$ cat src/rtl/pipe_ctrl_pkg.sv
// Shared encodings for the pipeline stall/flush sequencer: stall vectors, stop levels, MEM FSM states.
package pipe_ctrl_pkg;

    localparam logic STOP    = 1'b1;
    localparam logic NO_STOP = 1'b0;

    // Bit order: 0 PC, 1 IF, 2 ID, 3 EX, 4 MEM, 5 WB; a stalled stage freezes everything upstream of it.
    localparam logic [5:0] STALL_NONE = 6'b000000;
    localparam logic [5:0] STALL_IF   = 6'b000011;
    localparam logic [5:0] STALL_ID   = 6'b000111;
    localparam logic [5:0] STALL_EX   = 6'b001111;
    localparam logic [5:0] STALL_MEM  = 6'b011111;

    localparam logic [31:0] ZERO_WORD = 32'h0000_0000;

    typedef enum logic {
        M_IDLE = 1'b0,
        M_WAIT = 1'b1
    } mem_state_t;

endpackage

$ cat src/rtl/pipe_ctrl_memwait.sv
// MEM-stage wait handshake: stall from start until the done pulse; zero-cycle stall when done coincides with start.
// Latency: mem_stall is combinational on the inputs; state advances on the next clk edge.
module pipe_ctrl_memwait
    import pipe_ctrl_pkg::*;
(
    input  logic clk,
    input  logic rst,
    input  logic mem_start,
    input  logic mem_done,
    output logic mem_stall
);

    mem_state_t state;
    mem_state_t state_nxt;

    always_ff @(posedge clk) begin
        if (rst) begin
            state <= M_IDLE;
        end else begin
            state <= state_nxt;
        end
    end

    // A done pulse seen in M_IDLE without a start is stale and ignored.
    always_comb begin
        state_nxt = state;
        mem_stall = NO_STOP;
        unique case (state)
            M_IDLE: begin
                if (mem_start && !mem_done) begin
                    state_nxt = M_WAIT;
                    mem_stall = STOP;
                end
            end
            M_WAIT: begin
                if (mem_done) begin
                    state_nxt = M_IDLE;
                end else begin
                    mem_stall = STOP;
                end
            end
        endcase
    end

endmodule

$ cat src/rtl/pipe_ctrl.sv
// Pipeline stall/flush sequencer: prioritised stall vector, branch flush/redirect, load-use bubble counter.
// Outputs are combinational on requests; optional perf counters enabled by PIPE_CTRL_PERF_EN.
module pipe_ctrl
    import pipe_ctrl_pkg::*;
#(
    parameter int ADDR_W     = 32,
    parameter int LU_BUBBLES = 1,
    parameter int CNT_W      = 4
) (
    input  logic              clk,
    input  logic              rst,
    input  logic              if_busy_i,
    input  logic              id_lu_i,
    input  logic              ex_busy_i,
    input  logic              mem_start_i,
    input  logic              mem_done_i,
    input  logic              branch_i,
    input  logic [ADDR_W-1:0] branch_target_i,
    output logic [5:0]        stall_o,
    output logic              flush_o,
    output logic              redirect_o,
    output logic [ADDR_W-1:0] redirect_pc_o,
    output logic [31:0]       stall_cycles_o,
    output logic [31:0]       flush_cnt_o
);

    logic             mem_stall;
    logic             ex_stall;
    logic             id_stall;
    logic             if_stall;
    logic             higher_stall;
    logic             accept;
    logic [CNT_W-1:0] lu_cnt;

    pipe_ctrl_memwait u_memwait (
        .clk       (clk),
        .rst       (rst),
        .mem_start (mem_start_i),
        .mem_done  (mem_done_i),
        .mem_stall (mem_stall)
    );

    assign ex_stall     = ex_busy_i;
    assign if_stall     = if_busy_i;
    assign id_stall     = id_lu_i | (lu_cnt != '0);
    assign higher_stall = ex_stall | mem_stall;

    // Outputs are forced quiet while rst is held, even with requests asserted.
    always_comb begin
        stall_o = STALL_NONE;
        if (!rst) begin
            if (mem_stall) begin
                stall_o = STALL_MEM;
            end else if (ex_stall) begin
                stall_o = STALL_EX;
            end else if (id_stall) begin
                stall_o = STALL_ID;
            end else if (if_stall) begin
                stall_o = STALL_IF;
            end
        end
    end

    // A branch while EX is held is deferred; EX keeps presenting it.
    assign accept        = branch_i & ~stall_o[3] & ~rst;
    assign flush_o       = accept;
    assign redirect_o    = accept;
    assign redirect_pc_o = accept ? branch_target_i : '0;

    // Squashed load-use bubbles are dropped on accept; a load-use seen under a
    // higher stall is not latched because ID re-asserts it afterwards.
    always_ff @(posedge clk) begin
        if (rst) begin
            lu_cnt <= '0;
        end else if (accept) begin
            lu_cnt <= '0;
        end else if (higher_stall) begin
            lu_cnt <= lu_cnt;
        end else if (id_lu_i) begin
            lu_cnt <= CNT_W'(LU_BUBBLES - 1);
        end else if (lu_cnt != '0) begin
            lu_cnt <= lu_cnt - CNT_W'(1);
        end
    end

`ifdef PIPE_CTRL_PERF_EN
    logic [31:0] stall_cycles_q;
    logic [31:0] flush_cnt_q;

    always_ff @(posedge clk) begin
        if (rst) begin
            stall_cycles_q <= ZERO_WORD;
            flush_cnt_q    <= ZERO_WORD;
        end else begin
            if (stall_o != STALL_NONE) begin
                stall_cycles_q <= stall_cycles_q + 32'd1;
            end
            if (accept) begin
                flush_cnt_q <= flush_cnt_q + 32'd1;
            end
        end
    end

    assign stall_cycles_o = stall_cycles_q;
    assign flush_cnt_o    = flush_cnt_q;
`else
    assign stall_cycles_o = ZERO_WORD;
    assign flush_cnt_o    = ZERO_WORD;
`endif

endmodule

$ cat config.mk
export PLATFORM = sky130hd
export DESIGN_NAME = pipe_ctrl
export DESIGN_NICKNAME = d
export VERILOG_FILES = /design/src/rtl/pipe_ctrl_pkg.sv /design/src/rtl/pipe_ctrl_memwait.sv /design/src/rtl/pipe_ctrl.sv
export SDC_FILE = /design/constraint.sdc
export NUM_CORES = 1
export LEC_CHECK = 0
export ABC_CLOCK_PERIOD_IN_PS = 3950
export CAP_MARGIN = 20
export CORE_AREA = 2 2 67 69
export DETAILED_ROUTE_END_ITERATION = 10
export DIE_AREA = 0 0 69 71
export PLACE_DENSITY = 0.91
export SLEW_MARGIN = 0
export SYNTH_ARGS = -nofsm -noshare
export SYNTH_HDL_FRONTEND = slang
export SYNTH_SLANG_ARGS = --single-unit
export TNS_END_PERCENT = 1
$ cat constraint.sdc
create_clock -name clk -period 3.95 [get_ports clk]
set_input_delay 0.79 -clock clk [delete_from_list [all_inputs] [get_ports clk]]
set_output_delay 0.79 -clock clk [all_outputs]
set_load 0.02 [all_outputs]
==> impl_metrics.toml, run 1 <==
[logic_synthesis]
yosys.area_share.simple_pct = 30.35
netlist_area_mm2 = 0.001117
synth_warnings = 0
synthAdderAreaFrac_pct = 1.120
synth_top_family_by_area = "buffers and inverters"
syn_inst = 148
synth_mux_area_share_pct = 0
yosys.area_share.xor_xnor_pct = 0
synth-compound-area-share_pct = 7.839
synth-seq-area-share_pct = 8.959
ys_ff_latch = 5
synth_cell_types = 24
synth.avg_cell_area_um2 = 7.549

[routing]
drt_iter0_drc = 15
wire_per_inst_um = 9.858
via_count = 1003
drtPass1Iterations = 4
vias_per_cell = 3.647
antenna_left = 0
drt_wl_total_um = 2711
drc = 0

[sta]
fin_setup_tns_ns = 0
setup_violations = 0
worst_pin_slew_ns = 0.5481
fin_crit_ns = 3.581
period_share_pct = 90.65
clock_skew_ns = 0.004193
hold_violations = 0
rsz0062_at_grt = "no"
maxSlewHeadroom_pct = 62.94
maxSlewViolCount = 0
max_freq_mhz = 279.3

[worst_setup_path]
critPathMaxFanout = 34
cpMaxStageDelayCell = "clkdlybuf4s50_1"
reg2regPathDepth = 5
worstSetupEndpoint = "redirect_pc_o[31]"
r2r_end = "lu_cnt[0]"
startpoint = "mem_start_i"
r2r-start = "lu_cnt[0]"
critPathMaxStageDelay_ns = 0.61
critPathBufInv = 3
cp.required_ns = 3.16
start_kind = "input port"
critPathKind = "input port to primary output"
r2r_slack_ns = 2.52
cp_cell_sequence = "clkdlybuf4s50_1 -> o21ba_1 -> nor3_4 -> buf_4 -> and2_2 -> clkdlybuf4s50_1"
endpoint_kind = "primary output"
path_depth = 6
cp.arrival_ns = 2.79
cp_common_cell = "clkdlybuf4s50_1"
crit_family = "buffers and inverters"

[worst_hold_path]
whs_path_depth = 2
hp-class = "flip-flop to flip-flop"

[power_and_ir_drop]
p_leak_nw = 0.7566
power_frac_clock_pct = 30.4
p_sw_share_pct = 39.65
switchingPower_w = 0.0001222
p_comb_share_pct = 52.2
peakVddDrop_v = 0.0001002
seqPwrFrac_pct = 17.5
powerDensity_mw_per_mm2 = 181.7
intPower_w = 0.0001860

[run]
drv_cap = 0

[cells_and_area]
final_cells = 275
final_cell_mix = "78 x clkdlybuf4s50_1, 65 x conb_1, 20 x and2_1"
syn2layout_area_growth_pct = 51.85
layout.nets = 265
layout-drive-gt1-share_pct = 8.072
mostFrequentLayoutCell = "clkdlybuf4s50_1"
num_antenna_cells = 0

[clock_network]
clock_sinks = 5
clk_pin_slew_ns = 0.03
cts_hold_buf = 0
cts_resized = 0
ctsHtreeMaxLevel = 1
postCtsSetupRepairBufs = 0
worstSkewPairLatency_ns = 0.22
cts_buffers = 3
cts_root_buf = "clkbuf_8"
cts_buffer_depth = 2
tritoncts = "yes"

[place]
placed_cells = 271
hpwl_um = 2416
gp_congestion = 0.8481
io_buffer_count = 78

[grt]
grt_pass1_wl_um = 3946
grtUsageTotal_pct = 10.09
overflow = 0
grt_pass1_vias = 813
antenna_found_initial = 0
grt_max_degree = 35

[die]
start_util_pct = 26.58
fp.coreArea_mm2 = 0.004204
io_pins = 144
die_area_mm2 = 0.004899
die_w_um = 69
rows = 24
dieHeight_um = 71

[run_status]
status = "finished, final reports clean"
## final cells by class
cell class	instances	area [um2]
timing repair buffer	79	788.3
fill	417	2507
clock buffer	4	45.04
multi-input combinational	131	683.2
inverter	4	15.01
sequential	5	100.1
tap	52	65.06
## tightest hold or removal path, stage by stage, from the launching register on
cell	delay, ns
dfxtp_1	0.33
o31ai_1	0.08
a21oi_1	0.06
## Yosys cell counts (all sizes together)
library cell / count / area (um2)
nor3b: 1 / 7.510
nor2: 8 / 30.03
a21oi: 4 / 20.02
ha: 1 / 12.51
o311ai: 1 / 8.760
a31oi: 1 / 6.260
nand2b: 1 / 6.260
nor4: 1 / 6.260
buf: 72 / 559.3
or4b: 1 / 13.76
o21ai: 1 / 5.000
inv: 4 / 15.01
nand4: 4 / 25.02
and2: 32 / 215.2
o21bai: 2 / 15.01
o21ba: 1 / 10.01
dfxtp: 5 / 100.1
nor4b: 1 / 8.760
o31ai: 3 / 22.52
conb: 1 / 3.750
nor3: 3 / 26.28
## through the flow
| step | power (W) | hold WS [ns] | instance area [um2] | setup slack, ns | utilization, % |
|---|---|---|---|---|---|
| after floorplan | 0.0002032 | 0.4663 | 1358 | 1.274 | - |
| after global placement | 0.0002134 | 0.5130 | 1652 | 0.3549 | 39.29 |
| after detailed placement | 0.0002145 | 0.5088 | 1652 | 0.3356 | 39.29 |
| after CTS | 0.0003082 | 0.5257 | 1697 | 0.3270 | 40.36 |
| after global routing | 0.0003274 | 0.5551 | 1697 | 0.2468 | 40.36 |
| final | 0.0003082 | 0.5176 | 1697 | 0.3694 | 40.36 |
## state kept, by name, indices dropped and copies added, names as in the netlist
name,cells
lu_cnt,4
u_memwait.state,1
## worst min-delay path by stage
stage | from | endpoint | slack, ns
final | lu_cnt[1] | lu_cnt[1] | 0.52
after global routing | lu_cnt[1] | lu_cnt[1] | 0.56
after CTS | lu_cnt[1] | lu_cnt[1] | 0.53
after detailed placement | lu_cnt[1] | lu_cnt[1] | 0.51
after global placement | lu_cnt[1] | lu_cnt[1] | 0.51
after floorplan | lu_cnt[1] | lu_cnt[1] | 0.47
## power groups by stage
stage | logic, W | clock network (W) | registers (W)
after detailed placement | 0.000160 | 0 | 0.0000545
after global placement | 0.000159 | 0 | 0.0000545
after CTS | 0.000160 | 0.0000940 | 0.0000538
final | 0.000161 | 0.0000936 | 0.0000538
after floorplan | 0.000149 | 0 | 0.0000541
after global routing | 0.000171 | 0.000102 | 0.0000541
## cells by family (layout without fill, tap and decap cells)
family          Yosys count  in the layout
compound gates           13             13
other cells               1             65
flops                     5              5
fa+ha+maj                 1              1
simple gates             52             52
buf+inv                  76             87
## metal layers
metal | vias up | GRT usage, % | part of all wire, %
li1 | 491 | - | -
met1 | 415 | 10.13 | 34
met2 | 89 | 18.70 | 53
met3 | 8 | 3.989 | 11
met4 | 0 | 3.922 | 1.7
met5 | - | 0 | 0
(Power assumes the default switching activity.)
==> run 2: changes to the inputs <==
==> constraint.sdc (replaced) <==
create_clock -name clk -period 3.95 [get_ports clk]
set_input_delay 0.79 -clock clk [delete_from_list [all_inputs] [get_ports clk]]
set_output_delay 0.79 -clock clk [all_outputs]
set_load 0.005 [all_outputs]
==> impl_metrics.toml, run 2 (same netlist as run 1, synthesis figures left out) <==
[die]
die_w_um = 69
rows = 24
die_area_mm2 = 0.004899
fp.coreArea_mm2 = 0.004204
io_pins = 144
dieHeight_um = 71
start_util_pct = 26.58

[place]
gp_congestion = 0.8229
io_buffer_count = 78
dpl_cell_area_mm2 = 0.001652
hpwl_um = 2491

[worst_setup_path]
r2r-start = "lu_cnt[0]"
critPathMaxFanout = 34
reg2regPathDepth = 5
cp.required_ns = 3.16
cp_common_cell = "clkdlybuf4s50_1"
cpMaxStageDelayCell = "clkdlybuf4s50_1"
r2r_end = "lu_cnt[0]"
start_kind = "input port"
r2r_slack_ns = 2.41
critPathKind = "input port to primary output"
cp_cell_sequence = "clkdlybuf4s50_1 -> o21ba_1 -> nor3_4 -> buf_4 -> and2_2 -> clkdlybuf4s50_1"
critPathMaxStageDelay_ns = 0.53
cp.arrival_ns = 2.70
endpoint_kind = "primary output"

[clock_network]
ctsHtreeMaxLevel = 1
tritoncts = "yes"
cts_resized = 0
cts_buffer_depth = 2
clk_pin_slew_ns = 0.03
clock_sinks = 5
cts_hold_buf = 0
cts_root_buf = "clkbuf_8"
cts_buffers = 3
worstSkewPairLatency_ns = 0.22
postCtsSetupRepairBufs = 0

[sta]
max_freq_mhz = 286.6
rsz0062_at_grt = "no"
fin_setup_tns_ns = 0
fin_crit_ns = 3.490
worst_pin_slew_ns = 0.6160
hold_violations = 0
maxSlewHeadroom_pct = 58.35
period_share_pct = 88.34
clock_skew_ns = 0.0004822
maxSlewViolCount = 0
setup_violations = 0

[grt]
grt_max_degree = 35
antenna_found_initial = 0
grt_pass1_vias = 866
overflow = 0
grtUsageTotal_pct = 10.60
grt_pass1_wl_um = 4188

[power_and_ir_drop]
power_w = 0.0002551
powerDensity_mw_per_mm2 = 150.3
peakVddDrop_v = 0.00005982
p_leak_nw = 0.7566

[cells_and_area]
layout-drive-gt1-share_pct = 8.072
largest_register = "lu_cnt"
num_antenna_cells = 0
final_cell_mix = "78 x clkdlybuf4s50_1, 65 x conb_1, 20 x and2_1"
biggestRegsByFlops = "lu_cnt (4), u_memwait.state (1)"
stdcell_area_mm2 = 0.001697
syn2layout_area_growth_pct = 51.85
largest_register_ffs = 4
mostFrequentLayoutCell = "clkdlybuf4s50_1"
layout.nets = 265

[worst_hold_path]
whs_path_depth = 2
hp-class = "flip-flop to flip-flop"
hp-start = "lu_cnt[1]"
hold_path_end = "lu_cnt[1]"

[routing]
drtPass1Iterations = 4
via_count = 1034
wire_per_inst_um = 10.38
drt_iter0_drc = 19
drc = 0
antenna_left = 0
vias_per_cell = 3.760
drt_wl_total_um = 2854

[run_status]
status = "finished, final reports clean"

[run]
drv_cap = 0
[run 2: stage by stage]
step	hold slack, ns	utilization, %	std cells	setup slack, ns
2_1_floorplan	0.4663	-	212	1.384
3_3_place_gp	0.5117	39.29	271	0.4628
3_5_place_dp	0.5351	39.29	271	0.4316
4_1_cts	0.5443	40.36	275	0.4208
5_1_grt	0.5610	40.36	275	0.3453
6_report	0.5432	40.36	275	0.4604
[run 2: layout make-up]
| cell class | instances | area, um2 |
|---|---|---|
| fill | 435 | 2507 |
| timing repair buffer | 79 | 788.3 |
| multi-input combinational | 131 | 683.2 |
| sequential | 5 | 100.1 |
| tap | 52 | 65.06 |
| clock buffer | 4 | 45.04 |
| inverter | 4 | 15.01 |
[run 2: worst max-delay path by stage]
stage	start	endpoint	cells past startpoint
after detailed placement	mem_start_i	redirect_pc_o[29]	6
after CTS	mem_start_i	redirect_pc_o[29]	6
after floorplan	id_lu_i	stall_o[1]	5
after global placement	mem_start_i	redirect_pc_o[29]	6
final	mem_start_i	redirect_pc_o[30]	6
after global routing	mem_start_i	redirect_pc_o[30]	6
[run 2: layer usage]
layer	part of all wire (%)	GRT usage (%)
met1	32	9.974
met2	57	21.37
met3	11	3.989
met4	0	2.614
met5	0	0
[run 2: critical path: cells and delay by family]
family / cells / cell delay, ns
buffers and inverters: 3 / 1.25
and+or+nand+nor: 2 / 0.36
AOI/OAI and AO/OA: 1 / 0.31
[run 2: power by group]
group	internal [W]	leakage (nW)	total, W	switching [W]
clock	0.0000692	0.0228	0.0000929	0.0000237
sequential	0.0000524	0.0406	0.0000539	0.00000155
combinational	0.0000642	0.693	0.000108	0.0000440
